[config.mk]
export PLATFORM = sky130hd
export DESIGN_NAME = fpu_issue_unit_flat
export DESIGN_NICKNAME = d
export VERILOG_FILES = /design/src/rtl/fpu_issue_if.sv /design/src/rtl/fpu_issue_unit.sv /design/src/flat_wrapper.sv
export SDC_FILE = /design/constraint.sdc
export NUM_CORES = 1
export LEC_CHECK = 0
export BUFFER_PORTS_ARGS = -buffer_cell sky130_fd_sc_hd__buf_2
export CORE_UTILIZATION = 35
export DETAILED_ROUTE_END_ITERATION = 10
export SYNTH_ARGS = -nofsm -noshare
export SYNTH_HDL_FRONTEND = slang
export SYNTH_SLANG_ARGS = --single-unit
[constraint.sdc]
create_clock -name clk -period 7.8 [get_ports clk]
set_input_delay 0.39 -clock clk [delete_from_list [all_inputs] [get_ports clk]]
set_output_delay 0.39 -clock clk [all_outputs]
set_load 0.02 [all_outputs]
[src/rtl/fpu_issue_if.sv]
// Bundle between the integer pipeline, the FPU and integer writeback for fpu_issue_unit.
// Handshakes: an instruction transfers on a cycle where in_valid & in_ready (in_ready never depends on in_valid);
// the FPU takes the presented head on a cycle where fpu_legl is high, and fpu_legl already folds in ~fpu_hazard.
interface fpu_issue_if;
  logic        in_valid;
  logic [31:0] in_inst;
  logic [31:0] in_rs1_val;
  logic        in_ready;
  logic [31:0] fpu_inst;
  logic        fpu_legl;
  logic        fpu_hazard;
  logic [31:0] fpu_from_int;
  logic [31:0] fpu_to_int;
  logic        wb_valid;
  logic [4:0]  wb_rd;
  logic [31:0] wb_data;
  logic [31:0] stall_cnt;

  modport slave (
    input  in_valid, in_inst, in_rs1_val, fpu_hazard, fpu_to_int,
    output in_ready, fpu_inst, fpu_legl, fpu_from_int, wb_valid, wb_rd, wb_data, stall_cnt
  );

  modport master (
    output in_valid, in_inst, in_rs1_val, fpu_hazard, fpu_to_int,
    input  in_ready, fpu_inst, fpu_legl, fpu_from_int, wb_valid, wb_rd, wb_data, stall_cnt
  );
endinterface

[src/rtl/fpu_issue_unit.sv]
// FP instruction issue buffer: FIFO to the FPU, operand alignment pipe and fixed-latency FP->int writeback.
// Optional hazard-stall counter enabled by defining FPU_ISSUE_STALL_CNT_EN.
module fpu_issue_unit #(
  parameter int DEPTH    = 4,
  parameter int RES_LAT  = 2,
  parameter int OPND_DLY = 1
) (
  input  logic        clk,
  input  logic        rst_n,
  fpu_issue_if.slave  io
);

  localparam int          AW  = $clog2(DEPTH);
  localparam logic [31:0] NOP = 32'h00000013;

  typedef logic [AW:0] ptr_t;

  ptr_t        wptr_q, wptr_d;
  ptr_t        rptr_q, rptr_d;
  logic [31:0] inst_mem_q [DEPTH];
  logic [31:0] inst_mem_d [DEPTH];
  logic [31:0] rs1_mem_q  [DEPTH];
  logic [31:0] rs1_mem_d  [DEPTH];

  logic        empty;
  logic        full;
  logic        push;
  logic        pop;
  logic [31:0] head_inst;
  logic [31:0] head_rs1;
  logic        head_is_fp;
  logic [4:0]  head_funct5;
  logic [4:0]  head_rd;
  logic        head_int_src;
  logic        head_int_dest;

  logic [OPND_DLY-1:0] opnd_vld_q, opnd_vld_d;
  logic [31:0]         opnd_val_q [OPND_DLY];
  logic [31:0]         opnd_val_d [OPND_DLY];
  logic [RES_LAT-1:0]  res_vld_q, res_vld_d;
  logic [4:0]          res_rd_q [RES_LAT];
  logic [4:0]          res_rd_d [RES_LAT];

  // Extra wrap bit distinguishes full from empty when the index bits match.
  always_comb begin
    empty     = (wptr_q == rptr_q);
    full      = (wptr_q[AW-1:0] == rptr_q[AW-1:0]) && (wptr_q[AW] != rptr_q[AW]);
    push      = io.in_valid & ~full;
    pop       = ~empty & ~io.fpu_hazard;
    head_inst = inst_mem_q[rptr_q[AW-1:0]];
    head_rs1  = rs1_mem_q[rptr_q[AW-1:0]];
  end

  always_comb begin
    head_is_fp    = (head_inst[6:0] == 7'b1010011);
    head_funct5   = head_inst[31:27];
    head_rd       = head_inst[11:7];
    head_int_src  = head_is_fp && ((head_funct5 == 5'b11010) || (head_funct5 == 5'b11110));
    head_int_dest = head_is_fp && ((head_funct5 == 5'b10100) || (head_funct5 == 5'b11000) ||
                                   (head_funct5 == 5'b11100));
  end

  always_comb begin
    wptr_d     = wptr_q + ptr_t'(push);
    rptr_d     = rptr_q + ptr_t'(pop);
    inst_mem_d = inst_mem_q;
    rs1_mem_d  = rs1_mem_q;
    if (push) begin
      inst_mem_d[wptr_q[AW-1:0]] = io.in_inst;
      rs1_mem_d[wptr_q[AW-1:0]]  = io.in_rs1_val;
    end
  end

  // Tracking pipes advance every cycle so hazards never delay in-flight results.
  always_comb begin
    opnd_vld_d    = '0;
    opnd_val_d    = '{default: '0};
    opnd_vld_d[0] = pop & head_int_src;
    opnd_val_d[0] = (pop & head_int_src) ? head_rs1 : 32'h0;
    for (int i = 1; i < OPND_DLY; i++) begin
      opnd_vld_d[i] = opnd_vld_q[i-1];
      opnd_val_d[i] = opnd_val_q[i-1];
    end
  end

  always_comb begin
    res_vld_d    = '0;
    res_rd_d     = '{default: '0};
    res_vld_d[0] = pop & head_int_dest & (head_rd != 5'd0);
    res_rd_d[0]  = (pop & head_int_dest & (head_rd != 5'd0)) ? head_rd : 5'd0;
    for (int i = 1; i < RES_LAT; i++) begin
      res_vld_d[i] = res_vld_q[i-1];
      res_rd_d[i]  = res_rd_q[i-1];
    end
  end

  always_ff @(posedge clk or negedge rst_n) begin
    if (!rst_n) begin
      wptr_q     <= '0;
      rptr_q     <= '0;
      opnd_vld_q <= '0;
      opnd_val_q <= '{default: '0};
      res_vld_q  <= '0;
      res_rd_q   <= '{default: '0};
    end else begin
      wptr_q     <= wptr_d;
      rptr_q     <= rptr_d;
      opnd_vld_q <= opnd_vld_d;
      opnd_val_q <= opnd_val_d;
      res_vld_q  <= res_vld_d;
      res_rd_q   <= res_rd_d;
    end
  end

  // Storage needs no reset: nothing is read until the pointers say an entry is live.
  always_ff @(posedge clk) begin
    inst_mem_q <= inst_mem_d;
    rs1_mem_q  <= rs1_mem_d;
  end

  assign io.in_ready     = ~full;
  assign io.fpu_inst     = empty ? NOP : head_inst;
  assign io.fpu_legl     = pop;
  assign io.fpu_from_int = opnd_vld_q[OPND_DLY-1] ? opnd_val_q[OPND_DLY-1] : 32'h0;
  assign io.wb_valid     = res_vld_q[RES_LAT-1];
  assign io.wb_rd        = res_rd_q[RES_LAT-1];
  assign io.wb_data      = res_vld_q[RES_LAT-1] ? io.fpu_to_int : 32'h0;

`ifdef FPU_ISSUE_STALL_CNT_EN
  logic [31:0] stall_cnt_q, stall_cnt_d;

  always_comb begin
    stall_cnt_d = stall_cnt_q;
    if (~empty & io.fpu_hazard & (stall_cnt_q != 32'hFFFF_FFFF)) begin
      stall_cnt_d = stall_cnt_q + 32'd1;
    end
  end

  always_ff @(posedge clk or negedge rst_n) begin
    if (!rst_n) begin
      stall_cnt_q <= '0;
    end else begin
      stall_cnt_q <= stall_cnt_d;
    end
  end

  assign io.stall_cnt = stall_cnt_q;
`else
  assign io.stall_cnt = 32'h0;
`endif

endmodule
[src/flat_wrapper.sv]
// flat-port wrapper written by rule: the top's interface ports become plain ports
module fpu_issue_unit_flat 
#(
  parameter int DEPTH    = 4,
  parameter int RES_LAT  = 2,
  parameter int OPND_DLY = 1
)
  (clk, rst_n, io_in_valid, io_in_inst, io_in_rs1_val, io_fpu_hazard, io_fpu_to_int, io_in_ready, io_fpu_inst, io_fpu_legl, io_fpu_from_int, io_wb_valid, io_wb_rd, io_wb_data, io_stall_cnt);
  fpu_issue_if io_i ();
  input  logic clk;
  input  logic rst_n;
  input wire logic [$bits(io_i.in_valid)-1:0] io_in_valid;
  input wire logic [$bits(io_i.in_inst)-1:0] io_in_inst;
  input wire logic [$bits(io_i.in_rs1_val)-1:0] io_in_rs1_val;
  input wire logic [$bits(io_i.fpu_hazard)-1:0] io_fpu_hazard;
  input wire logic [$bits(io_i.fpu_to_int)-1:0] io_fpu_to_int;
  output wire logic [$bits(io_i.in_ready)-1:0] io_in_ready;
  output wire logic [$bits(io_i.fpu_inst)-1:0] io_fpu_inst;
  output wire logic [$bits(io_i.fpu_legl)-1:0] io_fpu_legl;
  output wire logic [$bits(io_i.fpu_from_int)-1:0] io_fpu_from_int;
  output wire logic [$bits(io_i.wb_valid)-1:0] io_wb_valid;
  output wire logic [$bits(io_i.wb_rd)-1:0] io_wb_rd;
  output wire logic [$bits(io_i.wb_data)-1:0] io_wb_data;
  output wire logic [$bits(io_i.stall_cnt)-1:0] io_stall_cnt;
  assign io_i.in_valid = io_in_valid;
  assign io_i.in_inst = io_in_inst;
  assign io_i.in_rs1_val = io_in_rs1_val;
  assign io_i.fpu_hazard = io_fpu_hazard;
  assign io_i.fpu_to_int = io_fpu_to_int;
  assign io_in_ready = io_i.in_ready;
  assign io_fpu_inst = io_i.fpu_inst;
  assign io_fpu_legl = io_i.fpu_legl;
  assign io_fpu_from_int = io_i.fpu_from_int;
  assign io_wb_valid = io_i.wb_valid;
  assign io_wb_rd = io_i.wb_rd;
  assign io_wb_data = io_i.wb_data;
  assign io_stall_cnt = io_i.stall_cnt;
  fpu_issue_unit #(.DEPTH(DEPTH), .RES_LAT(RES_LAT), .OPND_DLY(OPND_DLY)) u_core (.clk(clk), .rst_n(rst_n), .io(io_i));
endmodule
Yosys cells after proc, flatten, opt, wreduce, memory -nomap -nowiden
Cells that the tools add are included.

Equality and inequality tests: 9. Order comparisons: 3. $add $sub $neg: 2. Reductions and logical operators: 8. Bitwise logic cells: 10. Muxes and demuxes: 15.

Operators with widths (count): 2-to-1 mux 32 bit (9); bitwise mux 128 bit (2); binary-select mux 32 bit (select 2 bit) (2); demux 32 bit (select 2 bit) (1); equality test 5 bit (second input constant) (5); equality test 7 bit (second input constant) (1); adder 3 x 1 -> 3 bit (2); >= comparator 3 bit (second input constant) (2); inverter 2 -> 3 bit (2); bitwise AND 1 bit (5); 2-to-1 mux 5 bit (1); nonzero test 5 bit (1); logical AND 1 bit (4); equality test 3 bit (1); logical OR 1 bit (3); less-than comparator 3 x 1 -> 1 bit (second input constant) (1); inverter 1 bit (3); equality test 2 bit (1); != test 1 bit (1).

Register bits after elaboration: 307. Logic and storage cells: 62. Input port bits: 100.

Logic depth before layout (Yosys ltp)
Depth in word-level cells: 11. Mapped depth: 9. Gate-level depth less buffers: 7.

Worst setup path after synthesis
No wires, ideal clock.

Kind: register to register. From: register u_core.rptr_q[1]. To: register u_core.inst_mem_q[32] (netlist bit) (enable). Slack: 1.425 ns. Period minus slack after synthesis: 6.375 ns. Data required time: 7.222 ns. Cell stages (with the launch flop): 6. Data arrival time: 5.797 ns. Path buffers: 1. Path through: dfrtp_1 > buf_2 > xnor2_1 > nand3_1 > nand2_1 > nor3b_1.

Longest elaborated chain between the ends: 4.

RTL lines: from (decl) (line fpu_issue_unit.sv:19) `ptr_t rptr_q, rptr_d;`; from (signal assigned) (line fpu_issue_unit.sv:107) `rptr_q <= rptr_d;`; equality test 2 bit (line fpu_issue_unit.sv:47) `full = (wptr_q[AW-1:0] == rptr_q[AW-1:0]) && (wptr_q[AW] != rptr_q[AW]);`; logical AND 1 bit (line fpu_issue_unit.sv:47); inverter 1 bit; named net io_in_ready (line flat_wrapper.sv:17) `output wire logic [$bits(io_i.in_ready)-1:0] io_in_ready;`; bitwise AND 1 bit (line fpu_issue_unit.sv:48) `push = io.in_valid & ~full;`; to (signal assigned) (line fpu_issue_unit.sv:117) `inst_mem_q <= inst_mem_d;`; to (decl) (line fpu_issue_unit.sv:20) `logic [31:0] inst_mem_q [DEPTH];`.

The timed path passes the listed nets, and every way through them passes these cells. A chain may end at the register's enable or synchronous reset.

Final worst setup path
From: register u_core.rptr_q[0]. To: output port io_fpu_inst[1].

Longest elaborated chain between the ends: 5. Elaborated cells on any way between the ends: 6. Those cells by class: eq/ne (1); mux (4); bitwise (1).

RTL lines: inverter 2 -> 3 bit (not written as such) (line fpu_issue_unit.sv:50) `head_inst = inst_mem_q[rptr_q[AW-1:0]];`; binary-select mux 32 bit (select 2 bit) (line fpu_issue_unit.sv:50); 2-to-1 mux 32 bit (not written as such) (2 in a row) (line fpu_issue_unit.sv:50); 2-to-1 mux 32 bit * (line fpu_issue_unit.sv:122) `assign io.fpu_inst = empty ? NOP : head_inst;`; to (decl) (line flat_wrapper.sv:18) `output wire logic [$bits(io_i.fpu_inst)-1:0] io_fpu_inst;`.

Every way passes the cells marked *; elsewhere a longest branch is shown, timed or not. The select of a mux whose other input is x is not followed.

==> summary.md <==
- outcome: finished clean
- Port Buf Inserts: 203
- largest fanout on the critical path: 53
- FFs w/ async S/R, synth: 0.166
- CP Data Arrival Time: 3400 ps
- kind of capture point of the worst setup path: primary output
- starting density of the core: 0.356
- number of instances in the synthesized netlist: 604
- power density of the placed cells: 366 nW/um^2
- Tmin final: 3790 ps
- actual transition at the worst max-transition pin: 1070 ps
- number of enable-type register cells in the synthesized netlist: 256
- clock root buffer master: sky130_fd_sc_hd__clkbuf_16
- upper clock frequency limit: 264 MHz
- number of clock sinks: 307
- slack of the critical path: 4010 ps
- Antenna Violating Nets Remaining: 0
- via count of the first global-routing pass: 6187
- DP Cell Count: 1231
- family with the most delay on the worst path: buffers and inverters
- # H-tree levels: 1
- maximum clock skew at final layout: 18.7 ps
- non-filler cells in the finished layout: 1291
- worst setup path startpoint: u_core.rptr_q[0]
- Reg2Reg Launch Point: u_core.rptr_q[0]
- Remaining DRCs: 0
- library cell with the highest instance count after synthesis: sky130_fd_sc_hd__edfxtp_1
- area share of the largest cell type after synthesis: 0.643
- final setup violating endpoints: 0
- number of instances resized during post-cts repair: 0
- Slowest Stage Delay on Critical Path: 860 ps
- post-route cell area: 14300 um^2
- cells along the critical path: buf_4 -> xnor2_1 -> and3b_2 -> or2_2 -> buf_2
- routed wire length per instance: 19.1 um
- unique cell type count in the Yosys netlist: 35
- Yosys top cell by area: sky130_fd_sc_hd__edfxtp_1
- Inserted Clock Buffers: 31
- library cell contributing the largest single delay on the critical path: sky130_fd_sc_hd__buf_4
- worst hold path class: primary input to flop
- clock latency at the later pin of the worst-skew pair: 550 ps
- Yosys warning total: 0
- Clock Pin Slew Worst Setup and Hold Paths: 60 ps
- destination of the worst register-to-register timing path: u_core.opnd_val_q[5]
- Std-Cell Rows: 67
- total placed instance area: 13300 um^2
- Die X: 187 um
- number of vias per cell after detailed routing: 4.56
- R2R cell count: 5
- 1st-pass router iterations: 4
- required time of the critical path: 7410 ps
- net count reported at finish: 921
- unrepaired setup endpoints after global routing: no
- Hold Fails Final Rpt: 0
- Buffers & Inverters on Critical Path: 2
- area of the core: 33500 um^2
- sequential area share after synthesis: 0.750
- total global routing overflow: 0
- slack of the worst reg-to-reg path: 4260 ps
- Max Transition Viols Final: 0
- Top-Level Pins: 236
- GRT Util Overall: 0.141
- cell types with the highest counts after synthesis: sky130_fd_sc_hd__edfxtp_1 (256), sky130_fd_sc_hd__and2_1 (64), sky130_fd_sc_hd__mux4_2 (61)
- initial antenna violation count: 5
- Most used DFF post-synth: sky130_fd_sc_hd__edfxtp_1
- main area contributors after synthesis: sky130_fd_sc_hd__edfxtp_1 (64%), sky130_fd_sc_hd__mux4_2 (11%), sky130_fd_sc_hd__dfrtp_1 (11%), sky130_fd_sc_hd__and2_1 (3.3%), sky130_fd_sc_hd__buf_4 (2.1%)
- worst hold path endpoint: u_core.rs1_mem_q[33]
- overall die area: 34900 um^2
- Synth Register Bits: 307
- Rel. slew slack: 0.288
- post-route clock period utilization: 0.485
- maximum number of buffers from clock root to sink: 3
- setup tns final: 0 ps
- hpwl dp: 15300 um
- TritonCTS clock tree: done
- number of DRC markers in iteration 0: 315
- maximum number of pins on one net before global-route repair: 68
- filler cell count: 2993
- area of the mapped netlist: 12000 um^2
- leakage: 5.45 nW
- Crit Path Category: flop to primary output
- worst setup slack after placement: 4110 ps
- vias: 5891
- hold-critical path depth: 1
- Critical Path Source Type: flop
- maximum vdd ir drop: 0.000258 V
- Die Span Y: 187 um
- detailed-route wire length: 24700 um
- WP depth: 5
- synthesized area divided by synthesized cell count: 19.8 um^2
- GPL Wtd Cong: 0.682
- Max Cap Violations: 0
- first-pass GRT wire length: 37100 um
- fraction of layout instances using a drive strength above 1: 0.406
- launch point of the worst hold path: io_in_rs1_val[1]
- layout overhead on the synthesized area: 20.0%
timing repair:
item                                   in CTS  in global routing
hold buffers                                1                  0
endpoints found under the hold margin      43                  0
buffers inserted                            0                  0
layout by cell type, fill, tap and decap left out, drive strengths merged, types with 8 or more instances in the layout:
cell	count
clkinv	11
mux4	63
clkbuf	43
nor2	8
dfrtp	51
buf	212
conb	32
nor2b	24
edfxtp	256
and2	64
nor3b	34
cell families after synthesis:
logic type / share of synthesized area
flip-flops: 0.750
AND/OR/NAND/NOR: 0.0852
buffers and inverters: 0.0346
multiplexers: 0.121
XOR/XNOR: 0.00366
adder cells (fa/ha/maj): 0.00419
AO/OA/AOI/OAI: 0.00105
other: 0.000314
routing by layer:
metal  global-route usage  wire length (um)  up-vias
met5                    0                24        -
met4               0.0309               444        4
met3               0.0341              1490       43
met2                0.254             12900      224
met1                0.170              9810     2928
li1                     -                 -     2692
layout make-up:
class	count	area [um^2]	area share
well taps	448	561	0.0391
inverters	5	18.8	0.00131
flip-flops and latches	307	8970	0.625
repair buffers	213	1090	0.0762
clock inverters	15	128	0.00889
clock buffers	43	861	0.0600
diodes	1	2.50	0.000174
multi-input cells	259	2710	0.189
registers in the layout (all words and copies together), names as in the netlist:
name / cells
u_core.inst_mem_q: 128
u_core.io.wb_rd: 5
u_core.opnd_val_q: 32
u_core.opnd_vld_q: 1
u_core.res_rd_d: 5
u_core.res_vld_q: 2
u_core.rptr_q: 3
u_core.rs1_mem_q: 128
u_core.wptr_q: 3
where the power goes:
part           switching (mW)  internal (mW)  total, mW
sequential              0.168           2.14       2.31
combinational           0.876          0.646       1.52
clock                   0.588          0.833       1.42
total                    1.63           3.62       5.25
worst max-delay path by stage:
stage                                        to  slack, ps
final                            io_fpu_inst[1]       4010
after detailed placement   u_core.opnd_val_q[5]       4110
after global routing             io_fpu_inst[8]       3660
after floorplan           u_core.inst_mem_q[32]       1430
after CTS                       io_fpu_inst[28]       3800
after global placement    u_core.opnd_val_q[12]       4180
through the flow:
step	util	hold slack, ps	total power, mW
finish	0.428	47.3	5.25
global route	0.428	30.7	5.51
CTS	0.428	24.8	5.35
detailed placement	0.398	335	3.92
global placement	0.398	336	3.92
floorplan	-	94.4	3.42
worst register-to-register path: cells and delay by family (launching register included):
family	cells	cell delay [ps]
simple gates	3	1290
buf+inv	1	870
mux	1	690
flops	1	610
No activity file was read; power rests on OpenSTA's default activity.
